`config.mk`:
```
export PLATFORM = sky130hd
export DESIGN_NAME = multiboot_ctrl
export DESIGN_NICKNAME = d
export VERILOG_FILES = /design/src/rtl/multiboot_ctrl.sv
export SDC_FILE = /design/constraint.sdc
export NUM_CORES = 1
export LEC_CHECK = 0
export ABC_AREA = 1
export CORE_ASPECT_RATIO = 1.25
export CORE_MARGIN = 4
export CORE_UTILIZATION = 40
export DETAILED_ROUTE_END_ITERATION = 6
export RECOVER_POWER = 25
export SYNTH_ARGS = -nofsm -noshare
export SYNTH_HDL_FRONTEND = slang
export SYNTH_SLANG_ARGS = --single-unit
```
`constraint.sdc`:
```
create_clock -name CLK -period 4 [get_ports CLK]
set_clock_uncertainty 0.15 [all_clocks]
set_input_delay 0.8 -clock CLK [delete_from_list [all_inputs] [get_ports CLK]]
set_output_delay 0.8 -clock CLK [all_outputs]
set_load 0.05 [all_outputs]
```
`src/rtl/multiboot_ctrl.sv`:
```
// Multiboot controller: picks a flash image (button at power-on or run-time request) and
// streams the 9-word ICAP reboot sequence on a divided clock. MBT_BITSWAP_EN bit-reverses each byte.
module multiboot_ctrl #(
    parameter int          CLK_DIV    = 50,
    parameter int          NUM_IMAGES = 4,
    parameter logic [23:0] IMG_BASE   = 24'h000000,
    parameter logic [23:0] IMG_STRIDE = 24'h020000,
    parameter int          BTN_IMG    = 1,
    parameter logic [7:0]  READ_OP    = 8'h0B
) (
    input  logic        CLK,
    input  logic        RST,
    input  logic        BUTTON,
    input  logic        REQ,
    input  logic [3:0]  IMG_SEL,
    output logic        ICAP_CLK,
    output logic        ICAP_CE,
    output logic        ICAP_WRITE,
    output logic [15:0] ICAP_O,
    output logic        BUSY,
    output logic        ERR
);

    localparam int               DIV_W   = (CLK_DIV < 1) ? 1 : $clog2(CLK_DIV + 1);
    localparam logic [DIV_W-1:0] DIV_TC  = DIV_W'(CLK_DIV);
    localparam logic [4:0]       NUM_IMG = 5'(NUM_IMAGES);
    localparam logic [3:0]       BTN_IDX = 4'(BTN_IMG);

    typedef enum logic [2:0] {
        S_POR,
        S_IDLE,
        S_ARM,
        S_SEND,
        S_HOLD
    } state_t;

    state_t           state_q;
    logic [DIV_W-1:0] div_q;
    logic [DIV_W-1:0] div_d;
    logic             icap_clk_q;
    logic [3:0]       widx_q;
    logic [23:0]      addr_q;
    logic [15:0]      icap_o_q;
    logic             ce_q;
    logic             we_q;
    logic             busy_q;
    logic             err_q;
    logic             div_tc;
    logic             fall_tick;
    logic             sel_ok;

    function automatic logic [23:0] img_addr(input logic [3:0] idx);
        // Wraps modulo 2^24 by construction of the 24-bit result.
        return IMG_BASE + 24'(idx) * IMG_STRIDE;
    endfunction

    function automatic logic [15:0] seq_word(input logic [3:0] w, input logic [23:0] a);
        logic [15:0] v;
        case (w)
            4'd0:    v = 16'hFFFF;
            4'd1:    v = 16'hAA99;
            4'd2:    v = 16'h3261;
            4'd3:    v = a[15:0];
            4'd4:    v = 16'h3281;
            4'd5:    v = {READ_OP, a[23:16]};
            4'd6:    v = 16'h30A1;
            4'd7:    v = 16'h000E;
            4'd8:    v = 16'h2000;
            default: v = 16'hFFFF;
        endcase
        return v;
    endfunction

    function automatic logic [15:0] wire_word(input logic [3:0] w, input logic [23:0] a);
        logic [15:0] raw;
        logic [15:0] out;
        raw = seq_word(w, a);
`ifdef MBT_BITSWAP_EN
        for (int b = 0; b < 8; b++) begin
            out[b]     = raw[7 - b];
            out[8 + b] = raw[15 - b];
        end
`else
        out = raw;
`endif
        return out;
    endfunction

    always_comb begin
        div_tc    = (div_q == DIV_TC);
        div_d     = div_tc ? '0 : div_q + DIV_W'(1);
        fall_tick = div_tc && icap_clk_q;
        sel_ok    = ({1'b0, IMG_SEL} < NUM_IMG);
    end

    always_ff @(posedge CLK or posedge RST) begin
        if (RST) begin
            state_q    <= S_POR;
            div_q      <= '0;
            icap_clk_q <= 1'b0;
            widx_q     <= 4'd0;
            addr_q     <= 24'h000000;
            icap_o_q   <= 16'hFFFF;
            ce_q       <= 1'b1;
            we_q       <= 1'b1;
            busy_q     <= 1'b0;
            err_q      <= 1'b0;
        end else begin
            div_q <= div_d;
            if (div_tc) begin
                icap_clk_q <= ~icap_clk_q;
            end
            err_q <= 1'b0;

            case (state_q)
                S_POR: begin
                    // Button is active-low and is only looked at here, once per reset.
                    if (!BUTTON) begin
                        addr_q  <= img_addr(BTN_IDX);
                        busy_q  <= 1'b1;
                        state_q <= S_ARM;
                    end else begin
                        state_q <= S_IDLE;
                    end
                end
                S_IDLE: begin
                    if (REQ) begin
                        if (sel_ok) begin
                            addr_q  <= img_addr(IMG_SEL);
                            busy_q  <= 1'b1;
                            state_q <= S_ARM;
                        end else begin
                            err_q <= 1'b1;
                        end
                    end
                end
                S_ARM: begin
                    if (fall_tick) begin
                        widx_q   <= 4'd0;
                        icap_o_q <= wire_word(4'd0, addr_q);
                        ce_q     <= 1'b0;
                        we_q     <= 1'b0;
                        state_q  <= S_SEND;
                    end
                end
                S_SEND: begin
                    // Data only moves on falling ticks so ICAP sees it stable around its rising edge.
                    if (fall_tick) begin
                        if (widx_q == 4'd8) begin
                            icap_o_q <= 16'hFFFF;
                            ce_q     <= 1'b1;
                            we_q     <= 1'b1;
                            state_q  <= S_HOLD;
                        end else begin
                            widx_q   <= widx_q + 4'd1;
                            icap_o_q <= wire_word(widx_q + 4'd1, addr_q);
                        end
                    end
                end
                S_HOLD: begin
                    state_q <= S_HOLD;
                end
                default: begin
                    state_q <= S_POR;
                end
            endcase
        end
    end

    assign ICAP_CLK   = icap_clk_q;
    assign ICAP_CE    = ce_q;
    assign ICAP_WRITE = we_q;
    assign ICAP_O     = icap_o_q;
    assign BUSY       = busy_q;
    assign ERR        = err_q;

endmodule

```
==> results of run 1 <==
cell type report:
class	instances	share of cell area, %
Sequential cell	36	38.3
Tap cell	60	3.12
Multi-Input combinational cell	154	37.4
Inverter	39	6.08
Clock buffer	7	3.17
Clock inverter	1	0.208
Timing Repair Buffer	29	11.8
synth_stat cells, types with 2 or more instances:
library cell	instances
buf_4	3
nand3_1	24
inv_2	5
nand2_1	51
nor2_2	3
nand3_2	8
inv_1	34
o21ai_0	9
dfstp_2	16
nand2_2	3
or2_2	5
nand4_1	2
nor2_1	13
nand2_4	5
nor3_1	2
a21oi_1	6
ha_1	6
dfrtp_1	20
routing by layer:
metal,wire length [um],track usage (%)
met5,0,0
met4,55,4.62
met3,145,2.77
met2,1860,23.2
met1,1760,18.0
per-stage QoR:
stage	cell area, um2	worst slack [ps]
finish	2410	1270
detailed placement	2330	1720
CTS	2420	1410
global route	2410	826
floorplan	2010	2120
global placement	2330	1730
final timing paths:
kind / startpoint / endpoint / slack [ps]
setup / recovery: RST / widx_q[3] / 1270
hold / removal: ICAP_O[6] / ICAP_O[6] / 320
setup reg to reg: div_q[0] / ICAP_O[3] / 1890
hold reg to reg: ICAP_O[6] / ICAP_O[6] / 320
max in group CLK: ICAP_WRITE / ICAP_WRITE / 1430
min in group asynchronous: RST / ERR / 1340
worst max-delay path: cells and delay by family:
| family | cells | cell delay (ps) |
|---|---|---|
| buf+inv | 3 | 1790 |
power breakdown:
part / internal (W) / leakage (nW) / switching, W
combinational: 0.00000643 / 0.757 / 0.00000839
clock: 0.000122 / 0.0422 / 0.000121
sequential: 0.000365 / 0.409 / 0.0000000561
sequential cells by signal, indices dropped and copies added (netlist names):
register	count
ICAP_O	15
widx_q	4
ICAP_CLK	1
BUSY	1
div_q	6
state_q	3
addr_q	4
ICAP_WRITE	1
ERR	1
placed cells by master, fill, tap and decap left out, drive strengths merged, types with 2 or more instances in the layout:
master / n
nand2: 59
inv: 39
nand3: 32
clkdlybuf4s50: 27
dfrtp: 20
nor2: 17
dfstp: 16
o21ai: 9
clkbuf: 8
a21oi: 7
ha: 6
or2: 5
nand4: 3
nor3: 2
xor2: 2
xnor2: 2
logic make-up (layout without fill, tap and decap cells):
| group | after synthesis | in the layout |
|---|---|---|
| AND/OR/NAND/NOR | 120 | 120 |
| buffers and inverters | 43 | 76 |
| AO/OA/AOI/OAI | 24 | 24 |
| adder cells (fa/ha/maj) | 6 | 6 |
| XOR/XNOR | 4 | 4 |
| flip-flops | 36 | 36 |
==> impl_metrics.tcl, run 1 <==
set metrics [dict create \
    status "finished, violations left" \
    violations "max-capacitance violations, max-slew violations" \
    clock_path_buffers 2 \
    cp_max_fo 36 \
    cts.htree.levels 2 \
    post-dp-hpwl_um 2870 \
    syn_area_mm2 0.00201 \
    clkLatencyLatePin_ps 280 \
    grt-ovfl-total 0 \
    cts_tree "done" \
    max_slew_margin_pct -25.6 \
    start_kind "primary input" \
    synth_nets 247 \
    yosys.area_share.simple_pct 31.7 \
    wl_um 3820 \
    synth_edf_count 0 \
    ys_seq_elements 36 \
    seq_area_um2 921 \
    drc 0 \
    viasPerCell 4.72 \
    numCtsBuffers 5 \
    multi_input_area_um2 900 \
    portBuffers 28 \
    syn_area_per_cell_um2 8.61 \
    rr_worst_depth 10 \
    vias 1540 \
    hold_slack_ps 316 \
    path_clk_slew_ps 60 \
    setup_violations 0 \
    core_area_mm2 0.00480 \
    diodes 0 \
    num_rows 28 \
    n_fill_cell 481 \
    fin_nets 279 \
    async_flop_share_pct 100 \
    place_congestion 0.804 \
    yosys.area.top_type "dfrtp_1" \
    fmaxAchievable_ghz 0.367 \
    antenna_found_initial 0 \
    die_area_mm2 0.00622 \
    clock-sinks 36 \
    ys_seq_area_share_pct 45.9 \
    cts_resized 0 \
    fin_crit_ps 2730 \
    crit_chain "clkdlybuf4s50_1 -> inv_1 -> clkbuf_1" \
    synth_compound_area_share_pct 7.17 \
    synthToLayoutAreaGrowth_pct 20.0 \
    synth_top_area_share_pct 25.0 \
    slowest_delay_ps 1340 \
    vdd_drop_max_uv 145 \
    path_class "in -> async" \
    grt_usage_pct 13.9 \
    synth_xor_area_share_pct 2.50 \
    yosys-top-cells-area "dfrtp_1 25%, dfstp_2 21%, nand2_1 9.5%" \
    finalHoldViolations 0 \
    post-route-util_pct 50.2 \
    synthAdderAreaFrac_pct 3.74 \
    finalPower_w 0.000623 \
    drtIter0Drc 83 \
    start_util_pct 41.8 \
    tightest_slew_ps 1880 \
    hp-class "reg -> reg" \
    rsz0062_at_grt "false" \
    io_pins 29 \
    worstHoldPathCells 2 \
    timing.max_cap.violations 1 \
    avgRoutedWirePerCell_um 11.7 \
    clockRootBuffer "clkbuf_8" \
    crit_path_top_delay_cell "clkbuf_1" \
    dieWidth_um 71.3 \
    p_leak_nw 1.21 \
    ant_nets 0 \
    die_y_um 87.2 \
    endpoint_kind "asynchronous set/reset pin" \
    yosysWarnings 0 \
    first_pass_iters 6 \
    ys_types 36 \
    powerDensity_mw_per_mm2 259 \
    ctsHoldBuffers 0 \
    arrival_ps 2600 \
    stdcell_count 326 \
    finalCritPeriodShare_pct 68.2 \
    dp.cells 318 \
    grt_max_degree 37 \
    fin_tns_setup_ps 0 \
    synth_top_family_by_area "simple AND/OR/NAND/NOR gates" \
    ys.flop_type "dfrtp_1" \
    slew_violations 37 \
    synth_mux_area_share_pct 0 \
    grt_pass1_vias 1568 \
    grt_pass1_wl_um 6910 \
    drive_gt1_share_pct 20.3 \
    syn_inst 233 \
    post-cts-setup-buffers 0 \
    required_ps 3870 \
]
No activity file was read; power rests on OpenSTA's default activity.
==> inputs of run 2 (changes only) <==
==> constraint.sdc (replaced) <==
create_clock -name CLK -period 2.5 [get_ports CLK]
set_clock_uncertainty 0.15 [all_clocks]
set_input_delay 0.5 -clock CLK [delete_from_list [all_inputs] [get_ports CLK]]
set_output_delay 0.5 -clock CLK [all_outputs]
set_load 0.05 [all_outputs]
==> run 2 against run 1 <==
- worst hold slack is essentially flat
- register-to-register slack lost 1400 ps
- non-clock buffer count grew 1
- setup slack lost 1100 ps
- critical path depth shrank 2
- routed wire length grew 6.4%
- the run now ends clean
- flip-flop and latch count is the same
- first-iteration DRC count grew 12%
- largest power group unchanged
- critical endpoint is now ICAP_O[3]
==> impl_metrics.tcl, run 2 (synthesized netlist as in run 1, its figures left out) <==
set metrics [dict create \
    place_congestion 0.832 \
    die_area_mm2 0.00622 \
    finalCritPeriodShare_pct 91.4 \
    hold_slack_ps 316 \
    finalPower_w 0.00104 \
    endpoint_kind "output pin" \
    path_class "reg -> out" \
    wl_um 4070 \
    cts_tree "done" \
    cp_top_family "buffers and inverters" \
    largest_reg_flops 15 \
    finalHoldViolations 0 \
    grt_pass1_vias 1549 \
    hp-class "reg -> reg" \
    synthToLayoutAreaGrowth_pct 21.0 \
    clock-sinks 36 \
    portBuffers 28 \
    num_rows 28 \
    arrival_ps 1640 \
    start_util_pct 41.8 \
    diodes 0 \
    grt_max_degree 37 \
    fin_nets 280 \
    drc 0 \
    drive_gt1_share_pct 21.3 \
    fin_crit_ps 2290 \
    max_slew_margin_pct 40.8 \
    numCtsBuffers 5 \
    powerDensity_mw_per_mm2 427 \
    slew_violations 0 \
    p_leak_nw 1.22 \
    ctsHoldBuffers 0 \
    ant_nets 0 \
    post-dp-hpwl_um 2980 \
    io_pins 29 \
    cts.htree.levels 2 \
    cts_resized 0 \
    grt-ovfl-total 0 \
    mostFrequentLayoutCells "51 x nand2_1, 34 x inv_1, 27 x clkdlybuf4s50_1, 24 x nand3_1, 20 x dfrtp_1" \
    grt_pass1_wl_um 7100 \
    antenna_found_initial 0 \
    n_fill_cell 466 \
    drtIter0Drc 93 \
    rsz0062_at_grt "false" \
    crit_chain "clkdlybuf4s50_1" \
    status "completed" \
    stdcell_area_mm2 0.00243 \
    cp_max_fo 2 \
    critPathBufInv 1 \
    first_pass_iters 4 \
    fmaxAchievable_ghz 0.438 \
    slowest_delay_ps 800 \
    mostFrequentLayoutCell "nand2_1" \
    viasPerCell 4.89 \
    vdd_drop_max_uv 258 \
    avgRoutedWirePerCell_um 12.4 \
    fin_tns_setup_ps 0 \
    post-route-util_pct 50.6 \
    placed_area_mm2 0.00234 \
    clkLatencyLatePin_ps 280 \
    path_clk_slew_ps 70 \
    core_area_mm2 0.00480 \
    grt_usage_pct 14.3 \
    required_ps 1850 \
    die_y_um 87.2 \
    clock_path_buffers 2 \
    crit_path_top_delay_cell "clkdlybuf4s50_1" \
    dieWidth_um 71.3 \
    tightest_slew_ps 887 \
    start_kind "flop" \
    clockRootBuffer "clkbuf_8" \
    timing.max_cap.violations 0 \
    post-cts-setup-buffers 0 \
    setup_violations 0 \
    vias 1600 \
]
run 2: cell count changes in the layout (fill, tap and decap cells not counted), sizes merged:
cell,before,now
clkbuf,8,9
buf,0,1
clkinv,1,0
run 2: worst paths after layout:
kind	start	endpoint	cells after the start	slack, ps
max	ICAP_O[3]	ICAP_O[3]	1	210
min	ICAP_O[6]	ICAP_O[6]	2	320
max reg2reg	widx_q[1]	ICAP_O[5]	9	520
min reg2reg	ICAP_O[6]	ICAP_O[6]	2	320
max in group asynchronous	RST	widx_q[2]	3	880
min in group asynchronous	RST	BUSY	3	770
run 2: through the flow:
stage | instances | setup WS, ps
2_1_floorplan | 233 | 736
3_5_place_dp | 319 | 525
4_1_cts | 327 | 202
3_3_place_gp | 319 | 518
6_report | 327 | 215
5_1_grt | 327 | 169
run 2: worst reg2reg max path: cells and delay by family (launching register included):
kind | cells | cell delay, ps
flops | 1 | 460
fa+ha+maj | 1 | 340
simple gates | 7 | 710
xor+xnor | 1 | 260
run 2: routing by layer:
metal | global-route usage (%) | vias up | routed length [um]
li1 | - | 798 | -
met1 | 18.7 | 770 | 1960
met3 | 2.77 | 5 | 117
met4 | 4.10 | 0 | 44
met5 | 0 | - | 0
met2 | 24.1 | 27 | 1940
run 2: cell type report:
type / instances / area, um2 / share of cell area, %
timing repair buffer: 30 / 293 / 12.1
sequential: 36 / 921 / 37.9
inverter: 39 / 146 / 6.03
tap: 60 / 75.1 / 3.09
multi-input combinational: 154 / 902 / 37.2
clock buffer: 8 / 90.1 / 3.71
run 2: power by group:
group          internal, W  switching (W)
registers         0.000584   0.0000000832
logic            0.0000105      0.0000137
clock network     0.000225       0.000204
